--- config.mk ---
export PLATFORM = sky130hd
export DESIGN_NAME = alu4_arbiter
export DESIGN_NICKNAME = d
export VERILOG_FILES = /design/src/rtl/alu4_arbiter.sv
export SDC_FILE = /design/constraint.sdc
export NUM_CORES = 1
export LEC_CHECK = 0
export ABC_AREA = 1
export CORE_ASPECT_RATIO = 1.5
export CORE_MARGIN = 2
export CORE_UTILIZATION = 30
export DETAILED_ROUTE_END_ITERATION = 8
export PLACE_DENSITY_LB_ADDON = 0.25
export SYNTH_ARGS = -nofsm -noshare
export SYNTH_HDL_FRONTEND = slang
export SYNTH_SLANG_ARGS = --single-unit
--- constraint.sdc ---
create_clock -name clk -period 1.3 [get_ports clk]
set_input_delay 0.325 -clock clk [delete_from_list [all_inputs] [get_ports clk]]
set_output_delay 0.325 -clock clk [all_outputs]
set_load 0.02 [all_outputs]
--- src/rtl/alu4_arbiter.sv ---
// rtl/alu4_arbiter.sv - round-robin arbiter sharing one alu4 datapath between two requesters
// Optional feature macro: ALU4_ARB_DZ_BYPASS_EN (divide-by-zero short-circuit in IDLE)

module alu4_arbiter #(
  parameter int ALU_WAIT = 1
) (
  input  logic       clk,
  input  logic       rst_n,
  input  logic       req0_valid,
  output logic       req0_ready,
  input  logic [3:0] req0_op,
  input  logic [3:0] req0_a,
  input  logic [3:0] req0_b,
  input  logic       req0_cin,
  input  logic       req0_dir,
  input  logic       req0_arith,
  input  logic       req1_valid,
  output logic       req1_ready,
  input  logic [3:0] req1_op,
  input  logic [3:0] req1_a,
  input  logic [3:0] req1_b,
  input  logic       req1_cin,
  input  logic       req1_dir,
  input  logic       req1_arith,
  output logic [3:0] alu_op,
  output logic [3:0] alu_a,
  output logic [3:0] alu_b,
  output logic       alu_cin,
  output logic       alu_dir,
  output logic       alu_arith,
  input  logic [3:0] alu_y,
  input  logic [3:0] alu_y_hi,
  input  logic       alu_cout,
  input  logic       alu_div_by_zero,
  output logic       rsp_valid,
  input  logic       rsp_ready,
  output logic       rsp_id,
  output logic [3:0] rsp_y,
  output logic [3:0] rsp_y_hi,
  output logic       rsp_cout,
  output logic       rsp_dz
);

  typedef enum logic [1:0] {
    IDLE = 2'd0,
    EXEC = 2'd1,
    RESP = 2'd2
  } state_t;

  // Counter value reached on the edge that should capture the ALU result.
  localparam logic [3:0] WAIT_LAST = 4'(ALU_WAIT - 1);

  state_t     state;
  state_t     state_next;
  logic       last_grant;
  logic       cur_id;
  logic [3:0] cnt;
  logic       any_valid;
  logic       grant;
  logic       accept;
  logic       wait_done;
  logic       dz_bypass;
  logic [3:0] sel_op;
  logic [3:0] sel_a;
  logic [3:0] sel_b;
  logic       sel_cin;
  logic       sel_dir;
  logic       sel_arith;

  // Round-robin choice: a lone requester always wins, a tie goes to the one not served last.
  always_comb begin
    any_valid = req0_valid | req1_valid;
    if (req0_valid && req1_valid) begin
      grant = ~last_grant;
    end else begin
      grant = req1_valid;
    end
  end

  assign accept     = (state == IDLE) && any_valid;
  assign req0_ready = accept && !grant;
  assign req1_ready = accept && grant;
  assign wait_done  = (cnt == WAIT_LAST);
  assign rsp_valid  = (state == RESP);

  // Operand fields of the granted requester.
  always_comb begin
    sel_op    = grant ? req1_op    : req0_op;
    sel_a     = grant ? req1_a     : req0_a;
    sel_b     = grant ? req1_b     : req0_b;
    sel_cin   = grant ? req1_cin   : req0_cin;
    sel_dir   = grant ? req1_dir   : req0_dir;
    sel_arith = grant ? req1_arith : req0_arith;
  end

`ifdef ALU4_ARB_DZ_BYPASS_EN
  assign dz_bypass = (sel_op == 4'd11) && (sel_b == 4'd0);
`else
  assign dz_bypass = 1'b0;
`endif

  // Next-state logic for the IDLE -> EXEC -> RESP cycle.
  always_comb begin
    state_next = state;
    case (state)
      IDLE: begin
        if (accept) begin
          state_next = dz_bypass ? RESP : EXEC;
        end
      end
      EXEC: begin
        if (wait_done) begin
          state_next = RESP;
        end
      end
      RESP: begin
        if (rsp_ready) begin
          state_next = IDLE;
        end
      end
      default: state_next = IDLE;
    endcase
  end

  // State register.
  always_ff @(posedge clk or negedge rst_n) begin
    if (!rst_n) begin
      state <= IDLE;
    end else begin
      state <= state_next;
    end
  end

  // Operand latch on acceptance, wait counter, and result capture.
  always_ff @(posedge clk or negedge rst_n) begin
    if (!rst_n) begin
      last_grant <= 1'b1;
      cur_id     <= 1'b0;
      cnt        <= 4'd0;
      alu_op     <= 4'd0;
      alu_a      <= 4'd0;
      alu_b      <= 4'd0;
      alu_cin    <= 1'b0;
      alu_dir    <= 1'b0;
      alu_arith  <= 1'b0;
      rsp_id     <= 1'b0;
      rsp_y      <= 4'd0;
      rsp_y_hi   <= 4'd0;
      rsp_cout   <= 1'b0;
      rsp_dz     <= 1'b0;
    end else begin
      case (state)
        IDLE: begin
          if (accept) begin
            last_grant <= grant;
            cur_id     <= grant;
            cnt        <= 4'd0;
            if (dz_bypass) begin
              rsp_id   <= grant;
              rsp_y    <= 4'd0;
              rsp_y_hi <= 4'd0;
              rsp_cout <= 1'b0;
              rsp_dz   <= 1'b1;
            end else begin
              alu_op    <= sel_op;
              alu_a     <= sel_a;
              alu_b     <= sel_b;
              alu_cin   <= sel_cin;
              alu_dir   <= sel_dir;
              alu_arith <= sel_arith;
            end
          end
        end
        EXEC: begin
          if (wait_done) begin
            rsp_id   <= cur_id;
            rsp_y    <= alu_y;
            rsp_y_hi <= alu_y_hi;
            rsp_cout <= alu_cout;
            rsp_dz   <= alu_div_by_zero;
          end else begin
            cnt <= cnt + 4'd1;
          end
        end
        default: begin
        end
      endcase
    end
  end

endmodule
==> impl_metrics.py <==
metrics = {
    "status": {
        "status": "finished with violations",
        "failing_checks": "setup timing",
    },
    "worst_setup_path": {
        "timing.reg2reg.worst_path_depth": 8,
        "critical_path.max_stage_delay_ps": 560,
        "rr_endpoint": "rsp_y[0]$_DFFE_PN0P_",
        "rrSetupSlack_ps": 20,
        "cp-start-kind": "register",
        "cp-end-kind": "primary output",
        "worst_ep_arrival_time_ps": 1240,
        "cell_breakdown_of_the_critical_path": "nand2_4, nand2_4, inv_4, nor2_4, buf_6",
        "critical_path_peak_fanout": 3,
        "timing.critical_path.slowest_stage_cell": "sky130_fd_sc_hd__dfstp_2",
        "critPathMostFrequentCell": "sky130_fd_sc_hd__nand2_4",
        "worst_ep_required_time_ps": 980,
        "worst-setup-path-type": "register to primary output",
        "crit-reg2reg-launch": "state[0]$_DFFE_PN0P_",
    },
    "timing": {
        "rsz0062_at_grt": "yes",
        "clock.fmax_mhz": 638,
        "worst_slew_margin_rel_pct": 83.0,
        "post-route-min-period_ps": 1570,
        "slew_at_the_pin_closest_to_its_max_slew_limit_ps": 255,
        "report.final.setup_viol": 3,
        "final-hold-violation-count": 0,
        "final-max-slew-violation-count": 0,
        "whs_ps": 394,
        "layout_setup_ws_ps": -267,
        "clock_skew_ps": 9.07,
        "period_share_pct": 121,
    },
    "finish": {
        "antenna_cells": 0,
        "fin_nets": 362,
        "ratio_of_cells_with_drive_above_1_in_the_final_layout_pct": 30.4,
        "final_area_mm2": 0.00283,
        "final_non_filler_cell_total": 386,
        "synthesis_to_layout_area_growth_pct": 69.4,
    },
    "synth": {
        "ys.flop_type": "sky130_fd_sc_hd__dfrtp_1",
        "syn_inst": 217,
        "synth_seq_area_share_pct": 51.0,
        "syn_area_per_cell_um2": 7.69,
        "synthesized_flop_and_latch_total": 34,
        "synth_cell_type_count": 17,
        "synth-edff-count": 0,
        "synth_async_sr_flop_share_pct": 100,
        "synth_nets": 264,
        "synth.yosys.warnings": 0,
        "post_synth_instance_area_mm2": 0.00167,
    },
    "cts": {
        "htree_num_levels": 2,
        "cts.sink_count": 34,
        "numCtsBuffers": 5,
        "path_clk_slew_ps": 80,
        "worst_skew_pair.late_latency_ps": 290,
        "cts_tree": "yes",
        "clockRootBuffer": "sky130_fd_sc_hd__clkbuf_8",
        "cts-root-to-sink-buffers": 2,
    },
    "placement": {
        "io_buffers": 73,
        "setup_slack_at_placement_ps": -875,
        "place_inst": 370,
        "dpl_cell_area_mm2": 0.00259,
        "place_hpwl_mm": 3.23,
        "gp_routability_congestion": 0.781,
    },
    "detailed_routing": {
        "drt_drc_violations_left": 0,
        "routedWlPerCell_um": 11.7,
        "totalWireLength_mm": 4.51,
        "vias": 1690,
        "detail_route.first_pass.iterations": 4,
        "drt_first_iter_violations": 38,
        "drt-vias-per-instance": 4.38,
        "final_antenna_net_count": 0,
    },
    "die": {
        "chipHeight_um": 95.4,
        "initial_core_util_pct": 30.9,
        "die-width_um": 64.9,
        "floorplan.io_pins": 74,
        "std_cell_rows": 33,
        "core-area_mm2": 0.00541,
        "die-area_mm2": 0.00619,
    },
    "pwr": {
        "power.density_cell_area_mw_per_mm2": 2140,
        "power.leakage_nw": 1.50,
        "power_report.internal_total_mw": 3.50,
        "power_frac_comb_pct": 54.0,
        "sequential_group_share_of_total_power_pct": 29.8,
        "post-layout-total-power_mw": 6.05,
        "worst_ir_drop_vdd_mv": 0.969,
        "p_sw_mw": 2.56,
        "power.clock.fraction_pct": 16.2,
        "switching_share_pct": 42.2,
    },
    "hold_path": {
        "hold_class": "input port to asynchronous set/reset pin",
    },
    "global_route": {
        "grt_max_degree": 23,
        "vias_in_the_first_global_route": 1612,
        "antenna_found_initial": 0,
        "grt-ovfl-total": 0,
        "wire_length_of_the_first_global_routing_pass_mm": 7.34,
        "globalRouteTotalUtil_pct": 15.5,
    },
    "flow_run": {
        "maxCapViolations": 0,
    },
}
==> state kept, by name, summed over array words and instances, names as in the netlist <==
signal	cells
alu_a	4
alu_b	4
alu_op	4
cnt	4
rsp_y	4
rsp_y_hi	4
state	2
alu_arith	1
alu_cin	1
alu_dir	1
cur_id	1
last_grant	1
rsp_cout	1
rsp_dz	1
rsp_id	1
==> synthesized netlist by cell type (2+ instances only) <==
| master | instances | area share [%] |
|---|---|---|
| sky130_fd_sc_hd__buf_2 | 3 | 0.90 |
| sky130_fd_sc_hd__buf_4 | 2 | 0.90 |
| sky130_fd_sc_hd__nor2_1 | 5 | 1.1 |
| sky130_fd_sc_hd__buf_6 | 4 | 2.7 |
| sky130_fd_sc_hd__nand2_1 | 123 | 28 |
| sky130_fd_sc_hd__nand2_2 | 2 | 0.75 |
| sky130_fd_sc_hd__ha_1 | 2 | 1.5 |
| sky130_fd_sc_hd__nand4_1 | 3 | 1.1 |
| sky130_fd_sc_hd__nand3_1 | 23 | 6.9 |
| sky130_fd_sc_hd__inv_1 | 11 | 2.5 |
| sky130_fd_sc_hd__dfrtp_1 | 33 | 49 |
==> layout make-up <==
class / count / area, um2
timing repair buffer: 100 / 905
multi-input combinational: 162 / 812
tap: 70 / 87.6
clock inverter: 3 / 45.0
fill: 531 / 2580
inverter: 12 / 57.6
sequential: 34 / 852
clock buffer: 5 / 68.8
==> per-stage QoR <==
step | TNS, ps | utilization [%]
floorplan | -18.0 | -
detailed placement | -12360 | 47.9
CTS | -625 | 51.7
global route | -2040 | 52.3
global placement | -11980 | 47.9
finish | -609 | 52.3
==> cell families after synthesis <==
logic type,Yosys count,share of synthesized area [%]
buffers and inverters,21,7.20
and+or+nand+nor,159,39.3
AOI/OAI and AO/OA,1,0.975
adders and majority gates,2,1.50
DFF,34,51.0
==> repair_timing <==
item / 4_1_cts / 5_1_grt
hold endpoints to repair: 4 / 0
endpoints found under the setup margin: 49 / 49
cloned: 0 / 1
hold buffers: 1 / 0
gates resized for setup: 89 / 52
setup buffers: 5 / 4
pin swaps: 2 / 9
==> routing by layer <==
| layer | routed length (um) | GRT usage [%] | part of all wire [%] |
|---|---|---|---|
| met2 | 2530 | 29.0 | 56 |
| met3 | 190 | 3.66 | 4.2 |
| met4 | 79 | 6.38 | 1.8 |
| met5 | 0 | 0 | 0 |
| met1 | 1710 | 16.4 | 38 |
==> worst max path at each step <==
stage / from / to / slack [ps] / cells after the start
after floorplan: last_grant$_DFFE_PN1P_ / req0_ready / -20 / 5
final: last_grant$_DFFE_PN1P_ / req0_ready / -270 / 5
after global placement: req0_valid / req1_ready / -850 / 5
after global routing: last_grant$_DFFE_PN1P_ / req0_ready / -340 / 5
after CTS: last_grant$_DFFE_PN1P_ / req0_ready / -270 / 5
after detailed placement: req0_valid / req1_ready / -880 / 5
==> power groups by stage <==
stage                     Combinational, mW  Sequential [mW]  Clock (mW)
after floorplan                        1.20             2.27           0
after global placement                 3.06             1.79           0
after detailed placement               3.08             1.80           0
after CTS                              3.06             1.79        1.01
after global routing                   3.60             1.87        1.06
final                                  3.27             1.80       0.978
==> worst max-delay path, delay by kind of cell (launching register included) <==
family | cells | cell delay (ps)
DFF | 1 | 560
buffers and inverters | 2 | 160
and+or+nand+nor | 3 | 230
==> cell usage in the layout (no fill, tap or decap), types with 2 or more instances in the layout <==
cell / count
sky130_fd_sc_hd__nand2_1: 107
sky130_fd_sc_hd__nor2_4: 6
sky130_fd_sc_hd__clkbuf_2: 19
sky130_fd_sc_hd__inv_4: 3
sky130_fd_sc_hd__buf_2: 2
sky130_fd_sc_hd__buf_6: 9
sky130_fd_sc_hd__clkbuf_8: 5
sky130_fd_sc_hd__ha_1: 2
sky130_fd_sc_hd__buf_12: 2
sky130_fd_sc_hd__clkdlybuf4s15_2: 6
sky130_fd_sc_hd__dlygate4sd2_1: 2
sky130_fd_sc_hd__clkdlybuf4s50_1: 41
sky130_fd_sc_hd__clkinvlp_4: 2
sky130_fd_sc_hd__nand2_4: 9
sky130_fd_sc_hd__nand3_1: 23
sky130_fd_sc_hd__inv_1: 7
sky130_fd_sc_hd__nand2_2: 10
sky130_fd_sc_hd__buf_4: 17
sky130_fd_sc_hd__dfrtp_1: 33
sky130_fd_sc_hd__nand4_1: 3
Note: power is estimated with default switching activity, not from simulation.
